===== config.mk =====
export PLATFORM = sky130hd
export DESIGN_NAME = alu_muldiv_seq
export DESIGN_NICKNAME = d
export VERILOG_FILES = /design/src/rtl/alu_pkg.sv /design/src/rtl/muldiv_iter.sv /design/src/rtl/alu_muldiv_seq.sv
export SDC_FILE = /design/constraint.sdc
export NUM_CORES = 1
export LEC_CHECK = 0
export ABC_AREA = 1
export BUFFER_PORTS_ARGS = -buffer_cell sky130_fd_sc_hd__buf_2
export CAP_MARGIN = 20
export CORE_UTILIZATION = 65
export DETAILED_ROUTE_END_ITERATION = 6
export PLACE_DENSITY = 0.82
export SYNTH_ARGS = -nofsm -noshare
export SYNTH_HDL_FRONTEND = slang
export SYNTH_SLANG_ARGS = --single-unit

===== constraint.sdc =====
create_clock -name clk -period 5.2 [get_ports clk]
set_input_delay 0.26 -clock clk [delete_from_list [all_inputs] [get_ports clk]]
set_output_delay 0.26 -clock clk [all_outputs]
set_load 0.01 [all_outputs]

===== src/rtl/alu_pkg.sv =====
// Shared opcode encodings, FSM state type and decode helper for the EX-stage ALU.
package alu_pkg;

    localparam logic [4:0] OP_ADD    = 5'd0;
    localparam logic [4:0] OP_SUB    = 5'd1;
    localparam logic [4:0] OP_AND    = 5'd2;
    localparam logic [4:0] OP_OR     = 5'd3;
    localparam logic [4:0] OP_XOR    = 5'd4;
    localparam logic [4:0] OP_SLL    = 5'd5;
    localparam logic [4:0] OP_SRL    = 5'd6;
    localparam logic [4:0] OP_SRA    = 5'd7;
    localparam logic [4:0] OP_SLT    = 5'd8;
    localparam logic [4:0] OP_SLTU   = 5'd9;
    localparam logic [4:0] OP_MUL    = 5'd16;
    localparam logic [4:0] OP_MULH   = 5'd17;
    localparam logic [4:0] OP_MULHSU = 5'd18;
    localparam logic [4:0] OP_MULHU  = 5'd19;
    localparam logic [4:0] OP_DIV    = 5'd20;
    localparam logic [4:0] OP_DIVU   = 5'd21;
    localparam logic [4:0] OP_REM    = 5'd22;
    localparam logic [4:0] OP_REMU   = 5'd23;

    typedef enum logic [1:0] {
        IDLE = 2'd0,
        ITER = 2'd1,
        DONE = 2'd2
    } state_t;

    function automatic logic is_muldiv(input logic [4:0] op);
        return (op >= OP_MUL) && (op <= OP_REMU);
    endfunction

endpackage


===== src/rtl/muldiv_iter.sv =====
// Iterative RV32M multiply/divide datapath: one shift-add or restoring
// shift-subtract step per cycle on operand magnitudes, sign fixed up at the end.
module muldiv_iter
    import alu_pkg::*;
#(
    parameter int WIDTH = 32
)(
    input  logic             clk,
    input  logic             reset,
    input  logic             kill,
    input  logic             start,
    input  logic [4:0]       op,
    input  logic [WIDTH-1:0] a,
    input  logic [WIDTH-1:0] b,
    output logic             done,
    output logic [WIDTH-1:0] result
);

    localparam int CNT_W = $clog2(WIDTH);
    localparam logic [CNT_W-1:0] CNT_LAST = CNT_W'(WIDTH - 1);

    logic             running;
    logic [CNT_W-1:0] cnt;
    logic [WIDTH-1:0] hi;
    logic [WIDTH-1:0] lo;
    logic [WIDTH-1:0] mcand;
    logic             is_div;
    logic             sel_hi;
    logic             sel_rem;
    logic             negate;

    logic             sign_a;
    logic             sign_b;
    logic             start_div;
    logic             start_rem;
    logic [WIDTH-1:0] mag_a;
    logic [WIDTH-1:0] mag_b;

    logic [WIDTH:0]   add_sum;
    logic [WIDTH:0]   rem_shift;
    logic [WIDTH:0]   rem_diff;
    logic             rem_ge;
    logic [WIDTH-1:0] hi_next;
    logic [WIDTH-1:0] lo_next;
    logic [2*WIDTH-1:0] prod;
    logic [2*WIDTH-1:0] prod_fix;
    logic [WIDTH-1:0] div_val;
    logic [WIDTH-1:0] div_fix;
    logic             unused_diff_msb;

    // Which operands are treated as signed for this opcode.
    always_comb begin
        sign_a = 1'b0;
        sign_b = 1'b0;
        case (op)
            OP_MULH: begin
                sign_a = a[WIDTH-1];
                sign_b = b[WIDTH-1];
            end
            OP_MULHSU: begin
                sign_a = a[WIDTH-1];
            end
            OP_DIV, OP_REM: begin
                sign_a = a[WIDTH-1];
                sign_b = b[WIDTH-1];
            end
            default: begin
            end
        endcase
    end

    assign start_div = (op == OP_DIV) || (op == OP_DIVU) || (op == OP_REM) || (op == OP_REMU);
    assign start_rem = (op == OP_REM) || (op == OP_REMU);
    assign mag_a     = sign_a ? -a : a;
    assign mag_b     = sign_b ? -b : b;

    // One iteration step; also feeds the result path so the final step
    // and its sign correction land in the same cycle as done.
    always_comb begin
        add_sum   = {1'b0, hi} + {1'b0, (lo[0] ? mcand : {WIDTH{1'b0}})};
        rem_shift = {hi, lo[WIDTH-1]};
        rem_diff  = rem_shift - {1'b0, mcand};
        rem_ge    = (rem_shift >= {1'b0, mcand});
        if (is_div) begin
            hi_next = rem_ge ? rem_diff[WIDTH-1:0] : rem_shift[WIDTH-1:0];
            lo_next = {lo[WIDTH-2:0], rem_ge};
        end else begin
            hi_next = add_sum[WIDTH:1];
            lo_next = {add_sum[0], lo[WIDTH-1:1]};
        end
    end

    assign unused_diff_msb = rem_diff[WIDTH];

    always_comb begin
        prod     = {hi_next, lo_next};
        prod_fix = negate ? -prod : prod;
        div_val  = sel_rem ? hi_next : lo_next;
        div_fix  = negate ? -div_val : div_val;
        if (is_div) begin
            result = div_fix;
        end else begin
            result = sel_hi ? prod_fix[2*WIDTH-1:WIDTH] : prod_fix[WIDTH-1:0];
        end
    end

    assign done = running && (cnt == CNT_LAST);

    // Divide by zero keeps the quotient positive so the all-ones pattern
    // survives; the remainder always takes the dividend's sign.
    always_ff @(posedge clk or negedge reset) begin
        if (!reset) begin
            running <= 1'b0;
            cnt     <= '0;
            hi      <= '0;
            lo      <= '0;
            mcand   <= '0;
            is_div  <= 1'b0;
            sel_hi  <= 1'b0;
            sel_rem <= 1'b0;
            negate  <= 1'b0;
        end else if (kill) begin
            running <= 1'b0;
            cnt     <= '0;
        end else if (start) begin
            running <= 1'b1;
            cnt     <= '0;
            hi      <= '0;
            lo      <= start_div ? mag_a : mag_b;
            mcand   <= start_div ? mag_b : mag_a;
            is_div  <= start_div;
            sel_hi  <= (op != OP_MUL);
            sel_rem <= start_rem;
            if (start_div) begin
                negate <= start_rem ? sign_a : ((sign_a ^ sign_b) && (b != '0));
            end else begin
                negate <= sign_a ^ sign_b;
            end
        end else if (running) begin
            hi  <= hi_next;
            lo  <= lo_next;
            cnt <= cnt + 1'b1;
            if (cnt == CNT_LAST) begin
                running <= 1'b0;
            end
        end
    end

endmodule


===== src/rtl/alu_muldiv_seq.sv =====
// EX-stage ALU: registered single-cycle ops plus iterative RV32M mul/div
// behind a valid/ready handshake; ready_o low stalls the pipeline.
module alu_muldiv_seq
    import alu_pkg::*;
#(
    parameter int WIDTH     = 32,
    parameter bit MULDIV_EN = 1'b1
)(
    input  logic             clk,
    input  logic             reset,
    input  logic             valid_i,
    output logic             ready_o,
    input  logic             kill_i,
    input  logic [4:0]       ALU_Operation_i,
    input  logic [WIDTH-1:0] A_i,
    input  logic [WIDTH-1:0] B_i,
    output logic             valid_o,
    output logic [WIDTH-1:0] ALU_Result_o,
    output logic             Zero_o
);

    localparam int SHAMT_W = $clog2(WIDTH);

    state_t             state;
    state_t             state_next;
    logic               accept;
    logic               start_md;
    logic               md_done;
    logic               iter_done;
    logic [WIDTH-1:0]   md_result;
    logic [WIDTH-1:0]   simple_result;
    logic [SHAMT_W-1:0] shamt;

    assign ready_o   = (state != ITER);
    assign accept    = valid_i && ready_o && !kill_i;
    assign start_md  = accept && MULDIV_EN && is_muldiv(ALU_Operation_i);
    assign iter_done = (state == ITER) && md_done && !kill_i;
    assign shamt     = B_i[SHAMT_W-1:0];

    // Anything not decoded here, including a disabled MUL/DIV group, yields zero.
    always_comb begin
        simple_result = '0;
        case (ALU_Operation_i)
            OP_ADD:  simple_result = A_i + B_i;
            OP_SUB:  simple_result = A_i - B_i;
            OP_AND:  simple_result = A_i & B_i;
            OP_OR:   simple_result = A_i | B_i;
            OP_XOR:  simple_result = A_i ^ B_i;
            OP_SLL:  simple_result = A_i << shamt;
            OP_SRL:  simple_result = A_i >> shamt;
            OP_SRA:  simple_result = $unsigned($signed(A_i) >>> shamt);
            OP_SLT:  simple_result = {{(WIDTH-1){1'b0}}, ($signed(A_i) < $signed(B_i))};
            OP_SLTU: simple_result = {{(WIDTH-1){1'b0}}, (A_i < B_i)};
            default: simple_result = '0;
        endcase
    end

    muldiv_iter #(
        .WIDTH (WIDTH)
    ) u_muldiv_iter (
        .clk    (clk),
        .reset  (reset),
        .kill   (kill_i),
        .start  (start_md),
        .op     (ALU_Operation_i),
        .a      (A_i),
        .b      (B_i),
        .done   (md_done),
        .result (md_result)
    );

    always_ff @(posedge clk or negedge reset) begin
        if (!reset) begin
            state <= IDLE;
        end else begin
            state <= state_next;
        end
    end

    // DONE is the result-presentation cycle; it accepts like IDLE so a new
    // request can start on the same edge that retires the previous one.
    always_comb begin
        state_next = state;
        case (state)
            IDLE, DONE: begin
                if (start_md) begin
                    state_next = ITER;
                end else begin
                    state_next = IDLE;
                end
            end
            ITER: begin
                if (kill_i) begin
                    state_next = IDLE;
                end else if (md_done) begin
                    state_next = DONE;
                end
            end
            default: state_next = IDLE;
        endcase
    end

    always_ff @(posedge clk or negedge reset) begin
        if (!reset) begin
            valid_o      <= 1'b0;
            ALU_Result_o <= '0;
            Zero_o       <= 1'b1;
        end else begin
            valid_o <= 1'b0;
            if (accept && !start_md) begin
                valid_o      <= 1'b1;
                ALU_Result_o <= simple_result;
                Zero_o       <= (simple_result == '0);
            end else if (iter_done) begin
                valid_o      <= 1'b1;
                ALU_Result_o <= md_result;
                Zero_o       <= (md_result == '0);
            end
        end
    end

endmodule


==> impl_results.md, run 1 <==
- Status: stopped before the end
- Halt Stage: 5_1_grt
- First logged error message: [ERROR GRT-0116] Global routing finished with congestion. Check the congestion regions in the DRC Viewer.
- Die height: roughly 200 um
- Synth async-reset ratio: 100%
- Cts bufs inserted: 17
- Num Clock Sinks: 142
- Seq/Total Area, Yosys: 13.3%
- H-tree levels: 4
- Mapped Avg Cell Area: 5.53 um2
- Row count: 73
- Post-synth top flop: dfrtp_1
- Starting density of the core: between 60% and 70%
- Syn_nets: between 5,000 and 6,000
- #FFs+latches synth: approximately 140
- Die W: slightly above 200 um
- Vias in the first global route: roughly 35,000
- Post-DP HPWL: roughly 100,000 um
- Clock root buffer: clkbuf_16
- Synth cell count leaders: nand2_1, inv_1, nor2_1
- Synth Instances: a little under 5,000
- Post-synth EDFFs: 0
- Most common cell in the netlist: nand2_1
- Overflow after GRT: 3
- Largest area contributor in the netlist: nand2_1
- Cell Area, Synth: 26,700 um2
- Setup Fix Bufs, Post-CTS: 0
- First-pass GRT wire length: roughly 210,000 um
- Largest net degree at the start of global routing: between 90 and 100
- Library cells used by synthesis: 64
- Dominant cells by area after synthesis: nand2_1, dfrtp_1, inv_1
- Yosys top cell area share: 19.7%
- GP Congestion: between 1 and 1.5
- Clk buf depth: 2
- Yosys warnings: 0
- Setup WS pre-CTS: between 0.5 and 0.6 ns
- GRT Total Usage: about 66%
- PortBufs: 107
- I/O Pins: between 100 and 150
==> repair_timing <==
action | in CTS
endpoints found under the hold margin | 39
resized for setup | 0
hold buffers | 1
==> cells by family after synthesis <==
kind of cell    Yosys count  share of synthesized area (%)
simple gates           2511                           39.7
compound gates         1014                           22.4
buf+inv                 890                           13.0
fa+ha+maj               171                           8.12
flops                   142                           13.3
xor+xnor                 89                           2.92
mux                      17                          0.637
==> per-stage QoR <==
| step | hold WS [ns] | instance area, um2 | std cells |
|---|---|---|---|
| global placement | 0.191 | 27600 | 5330 |
| CTS | 0.0831 | 28200 | 5363 |
| detailed placement | 0.193 | 27600 | 5330 |
| floorplan | -0.0356 | 26700 | 4834 |
==> routing by layer <==
metal | overflow | GRT usage, %
met1 | 0 | 70.4
met2 | 3 | 87.5
met3 | 0 | 41.8
met4 | 0 | 63.1
met5 | 0 | 4.40
==> inputs of run 2 (changes only) <==
CORE_UTILIZATION = 40   (was 65)
PLACE_DENSITY = default   (was 0.82)
PLACE_DENSITY_LB_ADDON = 0.15   (was default)
==> run 2 against run 1 <==
  * The run now ends clean
  * Synthesized area unchanged
  * Synthesized cell count unchanged
==> impl_results.md, run 2 <==
- Slew Viols, Final: 0
- Cell Area, Synth: 26,700 um2 (unchanged)
- Clock Pin Slew Worst Setup and Hold Paths: 0.08 ns
- WL per Instance: 27.7 um
- Die area: 67,800 um2
- Most common cell on crit path: nand2_1
- Max IR drop VDD: 0.312 mV
- Final nets: a little over 5,000
- Final min period: just under 5 ns
- Die height: 260 um (+27%)
- Compound-cell area share of the yosys netlist: 22.4% (unchanged)
- Area Overhead vs Synth: 9.42%
- Num Clock Sinks: 142 (unchanged)
- Req. time, crit path: approximately 5.6 ns
- Synth Area in Adders: 8.12% (unchanged)
- Largest area contributor in the netlist: nand2_1
- Die W: 260 um (+27%)
- Worst clock skew: between 0.015 and 0.02 ns
- Clk_lat worst skew: approximately 0.50 ns
- Initial antenna violation count: 5
- Post-DR vias/cell: roughly 6.0
- CTS tree: yes
- Multi-input gate area in the final layout: approximately 20,000 um2
- Starting density of the core: 40.5% (-26 points)
- Largest family of logic cells by synthesized area: simple AND/OR/NAND/NOR gates
- Slowest cell on the critical path: dfrtp_1
- #FFs+latches synth: 142 (unchanged)
- Worst Path Max Fanout: 6
- Core Area: about 66,000 um2
- Synth cell count leaders: nand2_1, inv_1, nor2_1
- PortBufs: 107 (unchanged)
- Final Setup Violations: 0
- Layout cells sized above 1: under 10%
- Setup Fix Bufs, Post-CTS: 0 (unchanged)
- Leakage: 15.2 nW
- Largest net degree at the start of global routing: 97
- I/O Pins: 108 (unchanged)
- Most common cell after layout, fill and taps aside: nand2_1
- Mapped Avg Cell Area: 5.53 um2 (unchanged)
- Total Wirelength: ~160,000 um
- First-pass GRT wire length: between 200,000 and 250,000 um
- Iteration-0 DRC Markers: about 4,000
- Clock root buffer: clkbuf_16
- Yosys top cell area share: 19.7% (unchanged)
- Library cells used by synthesis: 64 (unchanged)
- Most common cell in the netlist: nand2_1
- Post-synth top flop: dfrtp_1
- Row count: 94 (+29%)
- DR vias: ~35,000
- F_max: about 0.21 GHz
- RSZ-0062 raised after global routing: no
- Setup TNS: 0 ns
- 1st-pass router iterations: 6
- Seq/Total Area, Yosys: 13.3% (unchanged)
- Critical Setup Path Class: flip-flop to flip-flop
- Fillers: 7,569
- Register area: between 3000 and 4000 um2
- Yosys warnings: 0 (unchanged)
- Arrival @ worst endpoint: between 5 and 6 ns
- Maxcap violations: 0
- Post-DRT Antenna Nets: 0
- Worst hold slack: roughly 0.12 ns
- Rel. slew slack: between 20% and 30%
- GP Congestion: 1.14 (-10%)
- Post-synth EDFFs: 0 (unchanged)
- Overflow after GRT: 0
- Crit. End Element: flip-flop
- Mux contribution to synthesized area: 0.637% (unchanged)
- Most frequent cells in the layout: nand2_1, inv_1, nor2_1
- Startpoint types: flip-flop
- Synth Area in Simple Gates: 39.7% (unchanged)
- Dominant cells by area after synthesis: nand2_1, dfrtp_1, inv_1
- PwrDens: slightly above 500 nW/um2
- Hold Path Class: input pin to flip-flop
- N_diodes: 0
- Status: completed
- Post-DP HPWL: 131,000 um (+28%)
- Worst Tran Pin Value: 1.13 ns
- Syn_nets: 5,078 (unchanged)
- Synth async-reset ratio: 100% (unchanged)
- Final Cycle Share: a little over 90%
- GRT Total Usage: 46.5%
- Synth Instances: 4,834 (unchanged)
- Vias in the first global route: 33,100
- Cts bufs inserted: 17 (unchanged)
- Fin. Hold Viols: 0
- # DRC: 0
- H-tree levels: 4 (unchanged)
- Clk buf depth: 2 (unchanged)
- XOR/XNOR Fraction of Synth Area: 2.92% (unchanged)
- Max incr delay on CP: between 0.4 and 0.5 ns
run 2: cell counts after synthesis:
Identical to the previous run, type by type.
run 2: cell families after synthesis:
logic type / Yosys count
and+or+nand+nor: 2511
muxes: 17
AOI/OAI and AO/OA: 1014
xor gates and xnor gates: 89
adders and majority gates: 171
buffers and inverters: 890
DFF: 142
run 2: layout make-up:
type | count | area share (%)
clock buffer | 18 | 1.50
clock inverter | 14 | 0.501
inverter | 674 | 8.65
multi-input combinational | 3802 | 67.5
sequential | 142 | 12.2
tap | 864 | 3.70
timing repair buffer | 265 | 5.96
run 2: metal layers:
layer	routed length, um	global-route usage, %	part of all wire, %
met1	59800	54.6	37
met2	68200	71.7	43
met3	14800	9.06	9.2
met4	17200	42.6	11
met5	28	0.0712	0.018
run 2: what timing repair did:
| action | CTS | global route |
|---|---|---|
| hold buffers | 1 | 0 |
| gates resized for setup | 0 | 3 |
| endpoints found under the setup margin | 0 | 1 |
| endpoints found under the hold margin | 68 | 0 |
run 2: critical path, delay by kind of cell (launching register included):
kind	cells	cell delay, ns
AOI/OAI and AO/OA	2	0.27
adders and majority gates	2	0.58
buffers and inverters	2	0.10
DFF	1	0.46
and+or+nand+nor	29	3.38
run 2: stage by stage:
step / cells / total power, mW / setup slack [ns] / area [um2] / util, %
after global routing: 5779 / 15.8 / 0.0195 / 29200 / 44.3
after floorplan: 4834 / 8.68 / 1.14 / 26700 / -
after CTS: 5779 / 14.4 / 0.447 / 29200 / 44.3
after global placement: 5745 / 13.1 / 0.502 / 28600 / 43.4
final: 5779 / 15.0 / 0.356 / 29200 / 44.3
after detailed placement: 5746 / 13.1 / 0.469 / 28600 / 43.4
run 2: worst paths after layout:
check | from | end | slack (ns) | cells past startpoint
min in group asynchronous | reset | u_muldiv_iter.cnt[0] | 0.32 | 2
setup reg to reg | u_muldiv_iter.hi[7] | Zero_o | 0.36 | 35
max in group asynchronous | reset | u_muldiv_iter.lo[30] | 3.64 | 3
hold / removal | kill_i | u_muldiv_iter.running | 0.12 | 2
setup / recovery | u_muldiv_iter.hi[7] | Zero_o | 0.36 | 35
hold reg to reg | state[0] | state[0] | 0.48 | 1
run 2: power breakdown:
| part | internal (mW) | total (mW) | switching, mW |
|---|---|---|---|
| logic | 3.26 | 11.9 | 8.68 |
| registers | 1.43 | 1.78 | 0.357 |
| clock network | 0.687 | 1.32 | 0.628 |
No activity file was read; power rests on OpenSTA's default activity.
